### config.mk
export PLATFORM = sky130hd
export DESIGN_NAME = dar_bist_flat
export DESIGN_NICKNAME = d
export VERILOG_FILES = /design/src/rtl/dar_pkg.sv /design/src/rtl/dar_bist_if.sv /design/src/rtl/dar_bist.sv /design/src/flat_wrapper.sv
export SDC_FILE = /design/constraint.sdc
export NUM_CORES = 1
export LEC_CHECK = 0
export BUFFER_PORTS_ARGS = -buffer_cell sky130_fd_sc_hd__buf_2
export CELL_PAD_IN_SITES_DETAIL_PLACEMENT = 0
export CELL_PAD_IN_SITES_GLOBAL_PLACEMENT = 2
export CORE_MARGIN = 5
export CORE_UTILIZATION = 32
export CTS_CLUSTER_DIAMETER = 60
export DETAILED_ROUTE_END_ITERATION = 16
export HOLD_SLACK_MARGIN = 0.05
export PLACE_DENSITY = 0.83
export SYNTH_ARGS = -nofsm -noshare
export SYNTH_HDL_FRONTEND = slang
export SYNTH_SLANG_ARGS = --single-unit
### constraint.sdc
create_clock -name clk -period 3.9 [get_ports clk]
set_input_delay 0.78 -clock clk [delete_from_list [all_inputs] [get_ports clk]]
set_output_delay 0.78 -clock clk [all_outputs]
set_load 0.005 [all_outputs]
### src/rtl/dar_pkg.sv
// dar_pkg: shared definitions for the register-file BIST initiator.
//   state_t         - march sequencer states
//   DAR_AW/DW/NREGS - default geometry of the register file under test
//   FAILW           - width of the mismatch counter (holds 0..2*NREGS)
package dar_pkg;

  typedef enum logic [2:0] {
    IDLE = 3'd0,
    WR1  = 3'd1,
    RD1  = 3'd2,
    WR2  = 3'd3,
    RD2  = 3'd4,
    DONE = 3'd5
  } state_t;

  localparam int DAR_AW    = 2;
  localparam int DAR_DW    = 8;
  localparam int DAR_NREGS = 4;
  localparam int FAILW     = 4;

endpackage

### src/rtl/dar_bist_if.sv
// dar_bist_if: register-file access port driven by the BIST initiator.
//   w_en  - write enable        (master -> slave)
//   r_en  - read enable         (master -> slave)
//   addr  - register address    (master -> slave)
//   wdata - register data in    (master -> slave)
//   rdata - register data out   (slave -> master), combinational, gated by r_en
interface dar_bist_if
  import dar_pkg::*;
#(
  parameter int AW = DAR_AW,
  parameter int DW = DAR_DW
);

  logic          w_en;
  logic          r_en;
  logic [AW-1:0] addr;
  logic [DW-1:0] wdata;
  logic [DW-1:0] rdata;

  modport master (output w_en, output r_en, output addr, output wdata, input rdata);
  modport slave  (input w_en, input r_en, input addr, input wdata, output rdata);

endinterface

### src/rtl/dar_bist.sv
// dar_bist: built-in self-test initiator for a small register file.
// A start pulse (accepted only in IDLE) latches seed S and runs a march:
// write S+a to every address, read back and compare, then the same with
// ~(S+a). A one-cycle done pulse reports pass / fail_count / first_fail_addr.
// Ports:
//   clk, rst        - clock, asynchronous active-high reset
//   start, seed     - run request and base pattern
//   busy, done      - running flag, result-valid pulse
//   pass            - high when the last run had zero mismatches
//   fail_count      - number of mismatching reads
//   first_fail_addr - address of the first mismatch (0 if none)
//   rf              - register-file port (w_en, r_en, addr, wdata, rdata)
module dar_bist
  import dar_pkg::*;
#(
  parameter int NREGS = DAR_NREGS,
  parameter int AW    = DAR_AW,
  parameter int DW    = DAR_DW
) (
  input  logic             clk,
  input  logic             rst,
  input  logic             start,
  input  logic [DW-1:0]    seed,
  output logic             busy,
  output logic             done,
  output logic             pass,
  output logic [FAILW-1:0] fail_count,
  output logic [AW-1:0]    first_fail_addr,
  dar_bist_if.master       rf
);

  localparam logic [AW-1:0]    A_LAST = AW'(NREGS - 1);
  localparam logic [AW-1:0]    A_ZERO = AW'(0);
  localparam logic [AW-1:0]    A_ONE  = AW'(1);
  localparam logic [DW-1:0]    D_ZERO = DW'(0);
  localparam logic [FAILW-1:0] F_ZERO = FAILW'(0);
  localparam logic [FAILW-1:0] F_ONE  = FAILW'(1);

  // March pattern: base plus address (wrapping), optionally inverted.
  function automatic logic [DW-1:0] pattern_f(input logic [DW-1:0] base,
                                              input logic [AW-1:0] idx,
                                              input logic          inv);
    logic [DW-1:0] sum_v;
    sum_v = base + DW'(idx);
    if (inv) begin
      return ~sum_v;
    end else begin
      return sum_v;
    end
  endfunction

  state_t           state_r, state_s;
  logic [AW-1:0]    a_r, a_s;
  logic [DW-1:0]    seed_r;
  logic [FAILW-1:0] fail_count_r, fail_next_s;
  logic [AW-1:0]    first_fail_r;
  logic             pass_r;

  logic             at_last_s;
  logic             accept_s;
  logic             w_en_s, r_en_s;
  logic [AW-1:0]    addr_s;
  logic [DW-1:0]    wdata_s, expect_s;
  logic             check_s, mismatch_s;
  logic             run_end_s;

  assign at_last_s = (a_r == A_LAST);
  assign accept_s  = (state_r == IDLE) && start;

  // Next-state and address-counter sequencing.
  always_comb begin
    state_s = state_r;
    a_s     = a_r;
    case (state_r)
      IDLE: begin
        a_s = A_ZERO;
        if (start) begin
          state_s = WR1;
        end else begin
          state_s = IDLE;
        end
      end
      WR1, RD1, WR2, RD2: begin
        // a wraps naturally from NREGS-1 to 0 because NREGS == 2**AW
        a_s = a_r + A_ONE;
        if (at_last_s) begin
          case (state_r)
            WR1:     state_s = RD1;
            RD1:     state_s = WR2;
            WR2:     state_s = RD2;
            RD2:     state_s = DONE;
            default: state_s = IDLE;
          endcase
        end else begin
          state_s = state_r;
        end
      end
      DONE: begin
        a_s     = A_ZERO;
        state_s = IDLE;
      end
      default: begin
        a_s     = A_ZERO;
        state_s = IDLE;
      end
    endcase
  end

  // Register-file port decode and expected read data, from registered state only.
  always_comb begin
    w_en_s   = 1'b0;
    r_en_s   = 1'b0;
    addr_s   = A_ZERO;
    wdata_s  = D_ZERO;
    expect_s = D_ZERO;
    check_s  = 1'b0;
    case (state_r)
      WR1: begin
        w_en_s  = 1'b1;
        addr_s  = a_r;
        wdata_s = pattern_f(seed_r, a_r, 1'b0);
      end
      RD1: begin
        r_en_s   = 1'b1;
        addr_s   = a_r;
        expect_s = pattern_f(seed_r, a_r, 1'b0);
        check_s  = 1'b1;
      end
      WR2: begin
        w_en_s  = 1'b1;
        addr_s  = a_r;
        wdata_s = pattern_f(seed_r, a_r, 1'b1);
      end
      RD2: begin
        r_en_s   = 1'b1;
        addr_s   = a_r;
        expect_s = pattern_f(seed_r, a_r, 1'b1);
        check_s  = 1'b1;
      end
      default: begin
        w_en_s   = 1'b0;
        r_en_s   = 1'b0;
        addr_s   = A_ZERO;
        wdata_s  = D_ZERO;
        expect_s = D_ZERO;
        check_s  = 1'b0;
      end
    endcase
  end

  // Comparator and the fail count as it will stand after this edge.
  always_comb begin
    mismatch_s = check_s && (rf.rdata != expect_s);
    if (mismatch_s) begin
      fail_next_s = fail_count_r + F_ONE;
    end else begin
      fail_next_s = fail_count_r;
    end
  end

  // The last RD2 compare lands on the same edge that enters DONE.
  assign run_end_s = (state_r == RD2) && at_last_s;

  // Sequencer state and address counter.
  always_ff @(posedge clk or posedge rst) begin
    if (rst) begin
      state_r <= IDLE;
      a_r     <= A_ZERO;
    end else begin
      state_r <= state_s;
      a_r     <= a_s;
    end
  end

  // Seed latch and result registers; start clears the previous results.
  always_ff @(posedge clk or posedge rst) begin
    if (rst) begin
      seed_r       <= D_ZERO;
      fail_count_r <= F_ZERO;
      first_fail_r <= A_ZERO;
      pass_r       <= 1'b0;
    end else if (accept_s) begin
      seed_r       <= seed;
      fail_count_r <= F_ZERO;
      first_fail_r <= A_ZERO;
      pass_r       <= 1'b0;
    end else begin
      fail_count_r <= fail_next_s;
      if (mismatch_s && (fail_count_r == F_ZERO)) begin
        first_fail_r <= a_r;
      end
      if (run_end_s) begin
        pass_r <= (fail_next_s == F_ZERO);
      end
    end
  end

  assign busy            = (state_r == WR1) || (state_r == RD1) ||
                           (state_r == WR2) || (state_r == RD2);
  assign done            = (state_r == DONE);
  assign pass            = pass_r;
  assign fail_count      = fail_count_r;
  assign first_fail_addr = first_fail_r;

  assign rf.w_en  = w_en_s;
  assign rf.r_en  = r_en_s;
  assign rf.addr  = addr_s;
  assign rf.wdata = wdata_s;

endmodule

### src/flat_wrapper.sv
// flat-port wrapper written by rule: the top's interface ports become plain ports
module dar_bist_flat import dar_pkg::*;
#(
  parameter int NREGS = DAR_NREGS,
  parameter int AW    = DAR_AW,
  parameter int DW    = DAR_DW
)
  (clk, rst, start, seed, busy, done, pass, fail_count, first_fail_addr, rf_w_en, rf_r_en, rf_addr, rf_wdata, rf_rdata);
  dar_bist_if #(.AW(AW), .DW(DW)) rf_i ();
  input  logic clk;
  input  logic rst;
  input  logic start;
  input  logic [DW-1:0] seed;
  output logic busy;
  output logic done;
  output logic pass;
  output logic [FAILW-1:0] fail_count;
  output logic [AW-1:0] first_fail_addr;
  output wire logic [$bits(rf_i.w_en)-1:0] rf_w_en;
  output wire logic [$bits(rf_i.r_en)-1:0] rf_r_en;
  output wire logic [$bits(rf_i.addr)-1:0] rf_addr;
  output wire logic [$bits(rf_i.wdata)-1:0] rf_wdata;
  input wire logic [$bits(rf_i.rdata)-1:0] rf_rdata;
  assign rf_w_en = rf_i.w_en;
  assign rf_r_en = rf_i.r_en;
  assign rf_addr = rf_i.addr;
  assign rf_wdata = rf_i.wdata;
  assign rf_i.rdata = rf_rdata;
  dar_bist #(.NREGS(NREGS), .AW(AW), .DW(DW)) u_core (.clk(clk), .rst(rst), .start(start), .seed(seed), .busy(busy), .done(done), .pass(pass), .fail_count(fail_count), .first_fail_addr(first_fail_addr), .rf(rf_i));
endmodule
# Yosys cells after proc, flatten, opt, wreduce, memory -nomap -nowiden
# Cells that the tools add are included.
# word_totals
register_bits	20
out_inout_bits	21
# op_classes
addsub	3
eq_ne	8
n_mux	16
n_bitwise	1
n_reduce_logical	15
# op_table
operator	n
8-bit case mux with 2 select lines	2
3-bit case mux with 4 select lines	1
8-bit by 2-bit adder with 8-bit output	1
4-bit logical NOT	2
2-bit 2-to-1 mux	4
4-bit 2-to-1 mux	2
8-bit != test	1
8-bit NOT	1
3-bit by 2-bit == test with 1-bit output, second input constant	2
3-bit == test, second input constant	2
3-bit case mux with 2 select lines	1
1-bit 2-to-1 mux	5
4-bit by 1-bit adder with 4-bit output, second input constant	1
1-bit logical AND	4
2-bit nonzero test	2
2-bit OR reduction	2
4-bit OR reduction	1
3-bit by 1-bit == test with 1-bit output, second input constant	1
3-bit logical NOT	1
1-bit logical OR	3
3-bit 2-to-1 mux	1
2-bit by 1-bit adder with 2-bit output, second input constant	1
2-bit == test, second input constant	1
2-bit by 1-bit != test with 1-bit output, second input constant	1

# Logic depth before layout (Yosys ltp)
# Gate-level depths: netlist (run 1).
# logic_depth
word_depth	9
depth_mapped	10
depth_no_buf	10

# Worst setup path before layout (run 1)
# OpenSTA, ideal clock, no wires.
# synth_path
path_type	reg2reg
from	register u_core.a_r[0]
to	register u_core.pass_r (netlist: u_core.pass)
setup_ns	0.087
arrival_ns	2.719
required_time_ns	3.813
setup_slack_ns	1.094
stages_incl_launch_ff	11
cell_sequence	dfrtp_1 -> ha_1 -> fa_1 -> or3b_1 -> a21oi_1 -> xnor2_1 -> nand4_1 -> nor4_4 -> a21boi_1 -> mux2i_1 -> a211oi_2
# synth_between
elab_chain_len	9
# synth_rtl
item	line_no	rtl
from (decl)	dar_bist.sv:53	logic [AW-1:0] a_r, a_s;
from (signal assigned)	dar_bist.sv:171	a_r <= a_s;
8-bit by 2-bit adder with 8-bit output	dar_bist.sv:44	sum_v = base + DW'(idx);
8-bit NOT	dar_bist.sv:46	return ~sum_v;
8-bit case mux with 2 select lines	dar_bist.sv:117	case (state_r)
8-bit != test	dar_bist.sv:153	mismatch_s = check_s && (rf.rdata != expect_s);
1-bit logical AND	dar_bist.sv:153	
4-bit 2-to-1 mux	dar_bist.sv:154	if (mismatch_s) begin
4-bit logical NOT	dar_bist.sv:193	pass_r <= (fail_next_s == F_ZERO);
1-bit 2-to-1 mux	dar_bist.sv:192	if (run_end_s) begin
1-bit 2-to-1 mux	dar_bist.sv:182	end else if (accept_s) begin
to (signal assigned)	dar_bist.sv:193	
to (decl)	dar_bist.sv:57	logic pass_r;
# Parallel ways exist; a longest one is shown, timed or not. The select of a mux whose other input is x is not followed.
# A chain may end at the register's enable or synchronous reset.

# Worst setup path after layout (run 1)
# Ends and elaborated chain as after synthesis.

==> results of run 1 <==
-- stage by stage --
step	cell area [um^2]	power [mW]	utilization (%)	setup WS [ns]
final	1990	1.54	38.6	0.889
after global routing	1990	1.70	38.6	0.695
after CTS	1990	1.57	38.6	0.877
after detailed placement	1950	1.42	37.8	0.892
after global placement	1950	1.42	37.8	0.968
after floorplan	1720	1.14	-	1.09
-- power breakdown --
part	total (mW)	internal, mW	switching [mW]	leakage, nW
registers	0.477	0.290	0.187	0.255
logic	0.930	0.445	0.486	0.645
clock network	0.136	0.0689	0.0671	0.0216
total	1.54	0.804	0.740	0.921
-- cell usage in the layout, fill, tap and decap left out, drive strengths merged, types with 4 or more instances in the layout --
cell type | Yosys | routed
o21ai | 6 | 6
dfrtp | 20 | 20
nor3 | 4 | 4
nand2 | 36 | 36
ha | 5 | 5
inv | 7 | 7
buf | 6 | 39
nor4b | 4 | 4
nand3 | 6 | 6
xnor2 | 15 | 15
nor2 | 16 | 16
xor2 | 6 | 6
a21oi | 7 | 7
and2 | 6 | 6
mux2i | 6 | 6
nand2b | 4 | 4
-- kinds of logic (layout without fill, tap and decap cells) --
| family | after synthesis | count (layout) | synth area share [%] |
|---|---|---|---|
| XOR/XNOR | 21 | 21 | 11.1 |
| adder cells (fa/ha/maj) | 6 | 6 | 4.80 |
| multiplexers | 8 | 8 | 4.80 |
| flip-flops | 20 | 20 | 29.1 |
| AO/OA/AOI/OAI | 26 | 26 | 12.3 |
| AND/OR/NAND/NOR | 99 | 99 | 33.5 |
| buffers and inverters | 16 | 49 | 4.44 |
-- worst max-delay path, cell delays in order (launching register included) --
cell and delay, ns:
dfrtp_1 0.43, ha_1 0.25, fa_1 0.51, or3b_1 0.37
a21oi_1 0.18, xnor2_1 0.14, nand4_1 0.16, nor4_4 0.40
a21boi_1 0.14, mux2i_1 0.15, a211oi_2 0.21
-- flip-flops by register name (all words and copies together) (netlist names) --
signal,cells
u_core.pass,1
u_core.seed_r,8
u_core.a_r,2
u_core.state_r,3
u_core.fail_count,4
u_core.first_fail_addr,2
-- final timing paths --
check | slack (ns) | from | depth (start not counted) | to
setup / recovery | 0.89 | u_core.a_r[0] | 10 | u_core.pass
hold / removal | 0.50 | u_core.seed_r[0] | 2 | u_core.seed_r[0]
setup reg to reg | 0.89 | u_core.a_r[0] | 10 | u_core.pass
hold reg to reg | 0.50 | u_core.seed_r[0] | 2 | u_core.seed_r[0]
max in group asynchronous | 2.75 | rst | 2 | u_core.first_fail_addr[0]
min in group asynchronous | 0.66 | rst | 2 | u_core.a_r[1]
-- routing by layer --
layer | wire length, um | global-route usage [%] | vias up
met5 | 0 | 0 | -
met4 | 72 | 4.90 | 0
met3 | 129 | 1.29 | 5
met2 | 1810 | 18.4 | 27
met1 | 2180 | 18.9 | 657
li1 | - | - | 740
-- final cells by class --
class	instances	area, um^2
sequential	20	500
fill	535	3180
inverter	7	26.3
timing repair buffer	39	195
tap	70	87.6
multi-input combinational	160	1140
clock buffer	3	41.3
==> out/qor.yml, run 1 <==
route:
  vias_per_cell: 4.78
  vias: 1429
  first_pass_iters: 4
  drc: 0
  routedWlPerCell_um: 14.0
  ant_nets: 0
  drt_iter0_drc: 69
  wirelength_um: 4190
cells_and_area:
  drive_gt1_share_pct: 24.9
  n_antenna_cell: 0
  fin_nets: 256
  layout.cells.non_filler: 299
  area_delta_synth_final_pct: 15.9
sta:
  finalSetupViolations: 0
  tns_ns: 0
  worst_pin_slew_ns: 1.07
  holdWs_ns: 0.498
  final_max_slew_viol_count: 0
  rsz0062_at_grt: "false"
  fmax_ghz: 0.332
  finalHoldViolations: 0
  min_period_ns: 3.01
  slew_headroom_pct: 28.4
  period_share_pct: 77.2
  fin_skew_ns: 0.00575
place:
  dp_hpwl_um: 3190
  gp_congestion: 0.793
  dp.cells: 296
  portBuffers: 39
run_status:
  status: "completed"
clock_network:
  post_cts_buffers: 0
  cts_hold_buf: 0
  h-tree-depth: 1
  ctsResizeCount: 0
  clk-insertion-delay-late_ns: 0.26
  cts_buffer_depth: 2
  numCtsBuffers: 3
  tritoncts: "done"
  clock_sinks: 20
  cts-root-buf: "clkbuf_8"
  path_clk_slew_ns: 0.07
worst_setup_path:
  crit_fanout: 5
  cp-end-kind: "register"
  cp.required_ns: 4.08
  path_class: "register to register"
  worstPathArrival_ns: 3.19
  cp-start-kind: "register"
yosys:
  netlist.area_leader.share_pct: 29.1
  ys_warn_count: 0
  async_reset_ff_share_pct: 100
  seq_area_frac_synth_pct: 29.1
  synth.area.top_cells: "dfrtp_1 29%, nand2_1 7.9%, xnor2_1 7.6%"
  ys_dominant_reg_cell: "dfrtp_1"
  synth_commonest_cells: "36 x nand2_1, 20 x dfrtp_1, 16 x nor2_1, 15 x xnor2_1, 7 x inv_1"
  ys_types: 51
  yosysMostFrequentCell: "nand2_1"
  synth-seq-cells: 20
  synth_nets: 221
  synth.avg_cell_area_um2: 8.78
  syn-instance-count: 196
  synth_edf_count: 0
  syn_area_mm2: 0.00172
  yosys.area.top_type: "dfrtp_1"
grt:
  grt_usage_pct: 12.6
  antenna_found_initial: 0
  grt_pass1_wl_um: 7230
  grt_pass1_vias: 1392
  grt-ovfl-total: 0
  grt_max_degree: 28
die:
  start_util_pct: 33.3
  ios: 40
  die_area_mm2: 0.00694
  die_h_um: 83.3
  dieWidth_um: 83.3
  num_rows: 26
  core_area_mm2: 0.00517
hold_path:
  min_path_type: "register to register"
pwr:
  pwr_density_cell_mw_per_mm2: 774
  irDropWorstVdd_mv: 0.295
  leakagePower_nw: 0.921
run:
  maxCapViolCount: 0
No activity file was read; power rests on OpenSTA's default activity.
==> inputs of run 2 (changes only) <==
==> constraint.sdc (replaced) <==
create_clock -name clk -period 3.1 [get_ports clk]
set_input_delay 0.62 -clock clk [delete_from_list [all_inputs] [get_ports clk]]
set_output_delay 0.62 -clock clk [all_outputs]
set_load 0.005 [all_outputs]
==> run 2 against run 1 <==
Net effect: utilization grew 1.0 points; register-to-register slack lost 0.68 ns; first-iteration DRC count shrank 1.4%; maximum frequency grew 4.2%; global-route usage shrank 0.098 points; via count grew 1.1%; clock skew grew 0.0014 ns; hold slack is essentially flat; die area is the same; sequential share of layout area shrank 0.64 points; count of clock-buffer cells in the layout is the same; clock power grew 29%.
==> out/qor.yml, run 2 (synthesized netlist as in run 1, its figures left out) <==
run_status:
  status: "completed"  # unchanged
cells_and_area:
  area_delta_synth_final_pct: 19.0  # was 15.9%
  regArea_um2: 500  # unchanged
  largest_register: "u_core.seed_r"  # unchanged
  drive_gt1_share_pct: 26.8  # was 24.9%
  fin_area_mm2: 0.00205  # was 0.00199 mm^2
  n_antenna_cell: 0  # unchanged
  multi_input_area_mm2: 0.00115  # was 0.00114 mm^2
  largest_reg_flops: 8  # unchanged
  n_fill_cell: 544  # was 535
  final_cell_mix: "39 x buf_2, 36 x nand2_1, 20 x dfrtp_1, 16 x nor2_1, 15 x xnor2_1"  # unchanged
  layout_commonest_cell: "buf_2"  # unchanged
  fin_nets: 262  # was 256
  layout.cells.non_filler: 305  # was 299
clock_network:
  clk-insertion-delay-late_ns: 0.26  # about the same
  cts-root-buf: "clkbuf_8"  # unchanged
  h-tree-depth: 1  # unchanged
  clock_sinks: 20  # unchanged
  cts_hold_buf: 0  # unchanged
  path_clk_slew_ns: 0.08  # was 0.07 ns
  tritoncts: "done"  # unchanged
  cts_buffer_depth: 2  # unchanged
  numCtsBuffers: 3  # unchanged
pwr:
  pwr_density_cell_mw_per_mm2: 971  # was 774 mW/mm^2
  leakagePower_nw: 0.954  # was 0.921 nW
  irDropWorstVdd_mv: 0.317  # was 0.295 mV
  power_mw: 1.99  # was 1.54 mW
die:
  die_area_mm2: 0.00694  # unchanged
  ios: 40  # unchanged
  start_util_pct: 33.3  # unchanged
  die_h_um: 83.3  # unchanged
  core_area_mm2: 0.00517  # unchanged
  dieWidth_um: 83.3  # unchanged
  num_rows: 26  # unchanged
worst_setup_path:
  r2r-start: "u_core.a_r[0]"  # unchanged
  cp-start-kind: "register"  # unchanged
  cp.required_ns: 3.28  # was 4.08 ns
  path_class: "register to register"  # unchanged
  crit_chain: "ha_1 -> fa_1 -> or3b_1 -> a21oi_1 -> xnor2_1 -> nand4_1 -> nor4_4 -> buf_4 -> a21boi_1 -> mux2i_1 -> a211oi_2"  # was ha_1 -> fa_1 -> or3b_1 -> a21oi_1 -> xnor2_1 -> nand4_1 -> nor4_4 -> a21boi_1 -> mux2i_1 -> a211oi_2
  cpMaxStageDelayCell: "fa_1"  # unchanged
  r2r_end: "u_core.pass"  # unchanged
  rrSetupSlack_ns: 0.21  # was 0.89 ns
  cp-end-kind: "register"  # unchanged
  reg2reg_depth: 11  # was 10
  crit_fanout: 5  # unchanged
  critPathLaunch: "u_core.a_r[0]"  # unchanged
  worstPathArrival_ns: 3.07  # was 3.19 ns
  slowest_delay_ns: 0.50  # was 0.51 ns
  critPathCapture: "u_core.pass"  # unchanged
sta:
  min_period_ns: 2.89  # was 3.01 ns
  fin_skew_ns: 0.00713  # was 0.00575 ns
  final_max_slew_viol_count: 0  # unchanged
  rsz0062_at_grt: "false"  # unchanged
  finalHoldViolations: 0  # unchanged
  tns_ns: 0  # unchanged
  worst_pin_slew_ns: 0.805  # was 1.07 ns
  slew_headroom_pct: 46.3  # was 28.4%
  holdWs_ns: 0.499  # was 0.498 ns
  fmax_ghz: 0.346  # was 0.332 GHz
  finalSetupViolations: 0  # unchanged
  period_share_pct: 93.2  # was 77.2%
route:
  first_pass_iters: 4  # unchanged
  routedWlPerCell_um: 14.0  # about the same
  drt_iter0_drc: 68  # was 69
  drc: 0  # unchanged
  vias_per_cell: 4.74  # was 4.78
  ant_nets: 0  # unchanged
  vias: 1445  # was 1,429
  wirelength_um: 4270  # was 4190 um
grt:
  antenna_found_initial: 0  # unchanged
  grt_pass1_wl_um: 7230  # unchanged
  grt_usage_pct: 12.5  # was 12.6%
  grt_max_degree: 21  # was 28
  grt-ovfl-total: 0  # unchanged
  grt_pass1_vias: 1401  # was 1,392
place:
  dp.cells: 300  # was 296
  gp_congestion: 0.796  # was 0.793
  dp_hpwl_um: 3270  # was 3190 um
  dpl_cell_area_mm2: 0.00198  # was 0.00195 mm^2
  portBuffers: 39  # unchanged
run:
  maxCapViolCount: 0  # unchanged
hold_path:
  min_path_type: "input port to async pin"  # was register to register
[run 2: cell count changes in the layout (fill, tap and decap cells not counted), sizes merged]
cell,previous run,this run
buf,39,45
[run 2: metrics by stage]
step                      utilization [%]  worst slack (ns)
after CTS                            39.1            0.0979
after floorplan                         -             0.294
after global routing                 39.6            0.0210
after detailed placement             38.3             0.121
final                                39.6             0.211
after global placement               38.3             0.164
[run 2: how the worst min path moves through the flow]
stage / endpoint / slack, ns / cells past startpoint
final: u_core.a_r[1] / 0.50 / 2
after global routing: u_core.seed_r[0] / 0.52 / 2
after CTS: u_core.seed_r[0] / 0.50 / 2
after detailed placement: u_core.seed_r[0] / 0.48 / 2
after global placement: u_core.seed_r[0] / 0.48 / 2
after floorplan: u_core.seed_r[0] / 0.45 / 2
[run 2: what timing repair did]
item / 4_1_cts / 5_1_grt
endpoints found under the setup margin: 0 / 6
hold endpoints to repair: 0 / 0
resized for setup: 0 / 1
setup buffers: 0 / 2
[run 2: layout make-up]
cell class	instances	share of cell area [%]
Clock buffer	3	2.02
Inverter	7	1.28
Multi-Input combinational cell	160	56.2
Sequential cell	20	24.4
Tap cell	70	4.28
Timing Repair Buffer	45	11.7
[run 2: power breakdown]
group | switching [mW] | leakage (nW) | internal (mW)
sequential | 0.194 | 0.255 | 0.366
clock | 0.0893 | 0.0216 | 0.0867
combinational | 0.665 | 0.678 | 0.586
[run 2: worst max-delay path: cells and delay by family (launching register included)]
family                     cells  cell delay [ns]
adders and majority gates      2             0.75
and+or+nand+nor                3             0.73
AOI/OAI and AO/OA              3             0.46
DFF                            1             0.42
buffers and inverters          1             0.16
muxes                          1             0.16
xor gates and xnor gates       1             0.14
[run 2: per-layer routing]
metal | share of wire [%] | global-route usage (%) | vias to the layer above
met4 | 1.5 | 4.46 | 0
li1 | - | - | 755
met1 | 52 | 18.4 | 651
met3 | 3.9 | 1.49 | 5
met2 | 42 | 18.7 | 34
met5 | 0 | 0 | -
